==> src/rtl/fetch_decode_sequencer.sv <==
// Instruction front-end sequencer: fetches words over a request/ready port, holds them
// through the decoder's one-cycle latency, and issues to execute under valid/ready.
module fetch_decode_sequencer #(
  parameter int                    ADDR_WIDTH    = 32,
  parameter logic [ADDR_WIDTH-1:0] RESET_PC      = '0,
  parameter int                    PC_STEP       = 4,
  parameter int                    FETCH_TIMEOUT = 255
) (
  input  logic                  Clock,
  input  logic                  Reset,
  input  logic                  Enable,
  output logic                  MemRead,
  output logic [ADDR_WIDTH-1:0] MemAddress,
  input  logic                  MemReady,
  input  logic [31:0]           MemData,
  output logic [31:0]           DecodeWord,
  output logic                  InstrValid,
  output logic [ADDR_WIDTH-1:0] InstrPC,
  input  logic                  ExecReady,
  input  logic                  Redirect,
  input  logic [ADDR_WIDTH-1:0] RedirectAddress,
  output logic                  Fault,
  output logic [31:0]           IssueCount
);

  typedef enum logic [2:0] {
    S_IDLE,
    S_FETCH,
    S_DECODE,
    S_ISSUE,
    S_FAULT
  } state_t;

  localparam logic [8:0]            TIMEOUT_LIMIT = 9'(FETCH_TIMEOUT);
  localparam logic [ADDR_WIDTH-1:0] PC_INC        = ADDR_WIDTH'(PC_STEP);

  state_t                  state_reg, state_next;
  logic [ADDR_WIDTH-1:0]   pc_reg, pc_next;
  logic [7:0]              cnt_reg, cnt_next;
  logic [8:0]              cnt_inc;
  logic [31:0]             word_reg, word_next;
  logic [31:0]             issue_reg, issue_next;

  // State and datapath registers
  always_ff @(posedge Clock) begin
    if (Reset) begin
      state_reg <= S_IDLE;
      pc_reg    <= RESET_PC;
      cnt_reg   <= '0;
      word_reg  <= '0;
      issue_reg <= '0;
    end else begin
      state_reg <= state_next;
      pc_reg    <= pc_next;
      cnt_reg   <= cnt_next;
      word_reg  <= word_next;
      issue_reg <= issue_next;
    end
  end

  assign cnt_inc = {1'b0, cnt_reg} + 9'd1;

  // Next-state logic; a redirect outranks memory and execute handshakes in every live state
  always_comb begin
    state_next = state_reg;
    pc_next    = pc_reg;
    cnt_next   = cnt_reg;
    word_next  = word_reg;
    issue_next = issue_reg;
    if (state_reg != S_FAULT && Redirect) begin
      pc_next    = RedirectAddress;
      cnt_next   = '0;
      state_next = Enable ? S_FETCH : S_IDLE;
    end else begin
      case (state_reg)
        S_IDLE: begin
          if (Enable) state_next = S_FETCH;
        end
        S_FETCH: begin
          if (MemReady) begin
            word_next  = MemData;
            cnt_next   = '0;
            state_next = S_DECODE;
          end else begin
            cnt_next = cnt_inc[7:0];
            if (FETCH_TIMEOUT != 0 && cnt_inc == TIMEOUT_LIMIT) state_next = S_FAULT;
          end
        end
        S_DECODE: begin
          state_next = S_ISSUE;
        end
        S_ISSUE: begin
          if (ExecReady) begin
            pc_next    = pc_reg + PC_INC;
            issue_next = issue_reg + 32'd1;
            state_next = Enable ? S_FETCH : S_IDLE;
          end
        end
        S_FAULT: begin
          state_next = S_FAULT;
        end
        default: begin
          state_next = S_IDLE;
        end
      endcase
    end
  end

  // Handshake outputs are pure functions of the registered state
  always_comb begin
    MemRead    = 1'b0;
    InstrValid = 1'b0;
    Fault      = 1'b0;
    case (state_reg)
      S_FETCH: MemRead    = 1'b1;
      S_ISSUE: InstrValid = 1'b1;
      S_FAULT: Fault      = 1'b1;
      default: ;
    endcase
  end

  assign MemAddress = pc_reg;
  assign InstrPC    = pc_reg;
  assign DecodeWord = word_reg;
  assign IssueCount = issue_reg;

endmodule
==> config.mk <==
export PLATFORM = sky130hd
export DESIGN_NAME = fetch_decode_sequencer
export DESIGN_NICKNAME = d
export VERILOG_FILES = /design/src/rtl/fetch_decode_sequencer.sv
export SDC_FILE = /design/constraint.sdc
export NUM_CORES = 1
export LEC_CHECK = 0
export BUFFER_PORTS_ARGS = -buffer_cell sky130_fd_sc_hd__buf_4
export CORE_MARGIN = 2
export CORE_UTILIZATION = 40
export DETAILED_ROUTE_END_ITERATION = 7
export PLACE_DENSITY_LB_ADDON = 0.1
export SLEW_MARGIN = 40
export SYNTH_ARGS = -nofsm -noshare
export SYNTH_HDL_FRONTEND = slang
export SYNTH_SLANG_ARGS = --single-unit
==> constraint.sdc <==
create_clock -name Clock -period 1.6 [get_ports Clock]
set_input_delay 0.08 -clock Clock [delete_from_list [all_inputs] [get_ports Clock]]
set_output_delay 0.08 -clock Clock [all_outputs]
set_load 0.02 [all_outputs]
==> summary.md <==
| Metric | Value |
|---|---|
| Die H | `123 um` |
| Post-layout nets | `1108` |
| Pre-CTS setup slack | `-0.191 ns` |
| Clock latency on the worst-skew pair | `0.37 ns` |
| Crit path from | `state_reg[1]$_SDFFE_PP0P_` |
| Synth Cell Area | `5650 um2` |
| Stages on worst setup path | `7` |
| Routability Congestion | `between 0.8 and 0.9` |
| Area of the multi-input gates | `4190 um2` |
| First-pass GRT wire length | `approximately 31000 um` |
| Port bufs | `200` |
| Via/cell ratio | `5.61` |
| Total GRT Usage | `25.4%` |
| Row cnt | `43` |
| CP Buf/Inv Count | `3` |
| CP required | `1.85 ns` |
| Max cap viols | `0` |
| Die width | `123 um` |
| Final period util | `117%` |
| Filler cells | `884` |
| Crit path capture | `InstrPC[15]$_SDFFE_PP0P_` |
| Inst Count DP | `1123` |
| Final Hold Fails | `0` |
| Cell count of the worst reg-to-reg path | `7` |
| Commonest non-fill, non-tap cell in the layout | `buf_4` |
| Final ANT Viol Nets | `0` |
| RSZ-0062 raised after global routing | `true` |
| Share of post-route cells with drive strength above 1 | `60.5%` |
| Overflow after GRT | `0` |
| Sink Count | `107` |
| HPWL after DPL | `13300 um` |
| I/O pin count | `201` |
| Final setup viols | `72` |
| Worst path arrival time | `2.12 ns` |
| Ant diodes | `0` |
| P per Cell Area | `637 nW/um2` |
| Bufs on Longest Clock Path | `2` |
| Violated checks | `negative setup slack` |
| Asr flop ratio synth | `0%` |
| R2R Setup Slk | `-0.27 ns` |
| Fin cells | `1219` |
| Post-synthesis cell count | `707` |
| Drt total wl | `roughly 23000 um` |
| Clock-pin slew on the worst setup and hold paths | `~0.080 ns` |
| CP Class | `reg2reg` |
| Synth Net Count | `781` |
| CTS Buf Count | `9` |
| Die area | `approximately 15000 um2` |
| Avg WL per Cell | `18.9 um` |
| Slew of the pin with the lowest slew margin | `0.444 ns` |
| FF-to-FF Start | `state_reg[1]$_SDFFE_PP0P_` |
| Status | `complete, but fails checks` |
| Tmin final | `1.87 ns` |
| CTS root buf | `clkbuf_16` |
| DRC Markers | `0` |
| Crit. End Element | `flip-flop` |
| Sequential area share after synthesis | `between 30% and 40%` |
| Maximum vdd drop | `0.507 mV` |
| Area grow syn2layout | `85.0%` |
| Slowest-stage cell, CP | `dfxtp_4` |
| Reg2reg end | `InstrPC[15]$_SDFFE_PP0P_` |
| GRT Max-Usage Layer | `met2` |
| GRT met3 Usage | `5.17%` |
| Initial Util | `40.9%` |
| Worst setup margin | `-0.267 ns` |
| Hold WC Path Type | `in2reg` |
| First-iteration detailed-routing DRC count | `about 360` |
| Crit path largest cell delay | `0.39 ns` |
| Count of cell types in the netlist | `between 50 and 60` |
| Antenna violations before repair | `0` |
| Largest delay share family, worst path | `simple AND/OR/NAND/NOR gates` |
| Relative slew slack | `70.3%` |
| Met1 GRT Util | `31.8%` |
| Vias post-DR | `6835` |
| CP Launch Type | `flip-flop` |
| Core area | `about 14000 um2` |
| Cells along the critical path | `and4b_1 -> buf_6 -> buf_12 -> buf_4 -> nand3_2 -> or3_1 -> a311oi_1` |
| CTS tree | `built` |
| Max Freq | `between 0.5 and 0.6 GHz` |
| Leading cell types in the layout, fill and taps excluded | `buf_4, dfxtp_1, nand2_4, nor2_1, a21oi_2` |
| Leak | `4.38 nW` |
| Met2 usage | `42.8%` |
| Vias in the first global route | `6283` |
| FF/Latch Area | `~2300 um2` |
| Yosys warns | `0` |
| Syn Area/Cell | `8.00 um2` |
| CP max FO | `6` |
| Flops & latches, synth | `approximately 110` |
| Final Max Tran Viols | `0` |
| DRT Pass-1 Iters | `4` |
| Largest net degree at the start of global routing | `38` |
| Clock skew | `roughly 0.014 ns` |
| Number of H-tree levels | `3` |
| Synth Flop Type | `dfxtp_1` |
| EDFF count, synth | `0` |
| Total Power | `6.66 mW` |
[per-layer routing]
layer | wire length, um | vias to the layer above
li1 | - | 3213
met1 | 9280 | 3317
met2 | 11700 | 249
met3 | 1380 | 56
met4 | 733 | 0
met5 | 0 | -
[cells in the mapped netlist, drive strengths merged (4+ instances only)]
master	instances	area, um2
clkbuf	29	109
and2	5	31.3
nor2b	10	62.6
a211oi	13	110
o21ai	26	130
a311oi	12	111
inv	13	48.8
o31ai	12	90.1
nand3b	4	30.0
nor3	14	70.1
nand4	28	181
or3	16	101
nand2	98	368
buf	47	333
nand3	28	155
a31oi	8	50.1
a21oi	63	315
nor4	16	100
nor2	50	188
mux2	7	78.8
and4	9	78.8
xor2	9	78.8
ha	4	50.1
dfxtp	107	2140
or4	16	124
xnor2	12	105
and3	17	106
[stage by stage]
stage | area [um2] | TNS [ns] | utilization [%] | hold WS (ns)
after global placement | 8110 | -5.69 | 58.7 | 0.327
after detailed placement | 8110 | -9.41 | 58.7 | 0.339
after global routing | 10500 | -10.87 | 75.7 | 0.00766
after floorplan | 5960 | -0.996 | - | 0.216
final | 10500 | -6.87 | 75.7 | 0.00586
after CTS | 9150 | -5.31 | 66.2 | 0.0000253
[cell families (layout without fill, tap and decap cells)]
logic type | Yosys count | count (layout) | synth area share [%]
AOI/OAI and AO/OA | 154 | 154 | 17.3
xor gates and xnor gates | 21 | 21 | 3.25
adders and majority gates | 4 | 4 | 0.885
buffers and inverters | 89 | 420 | 8.67
DFF | 107 | 107 | 37.9
muxes | 7 | 7 | 1.39
and+or+nand+nor | 325 | 326 | 30.6
[worst min-delay path: stages]
cell and delay [ns]:
buf_4 0.11, nor2_1 0.09, a211oi_1 0.04
[worst min-delay path by stage]
stage	startpoint	endpoint	slack, ns	depth (start not counted)
final	RedirectAddress[12]	InstrPC[12]$_SDFFE_PP0P_	0.006	3
after global routing	RedirectAddress[12]	InstrPC[12]$_SDFFE_PP0P_	0.008	3
after CTS	RedirectAddress[16]	InstrPC[16]$_SDFFE_PP0P_	0.00003	3
after detailed placement	MemData[4]	DecodeWord[4]$_SDFFE_PP0P_	0.34	3
after global placement	MemData[1]	DecodeWord[1]$_SDFFE_PP0P_	0.33	3
after floorplan	MemData[10]	DecodeWord[10]$_SDFFE_PP0P_	0.22	2
[power by group]
group | switching (mW) | internal, mW | leakage, nW
registers | 0.0897 | 2.73 | 0.900
clock network | 1.17 | 1.10 | 0.143
logic | 0.805 | 0.766 | 3.33
[layout make-up]
type / count / area share [%]
Clock inverter: 7 / 0.610
Tap cell: 180 / 2.15
Sequential cell: 107 / 21.8
Clock buffer: 9 / 2.15
Inverter: 13 / 0.538
Timing Repair Buffer: 391 / 32.7
Multi-Input combinational cell: 512 / 40.1
[repair_timing]
| item | CTS | global route |
|---|---|---|
| hold buffers | 38 | 0 |
| gates resized for setup | 57 | 232 |
| cloned | 3 | 12 |
| hold endpoints to repair | 38 | 0 |
| pin swaps | 37 | 123 |
| setup endpoints to repair | 93 | 91 |
| buffers inserted | 14 | 14 |
Note: power is estimated with default switching activity, not from simulation.
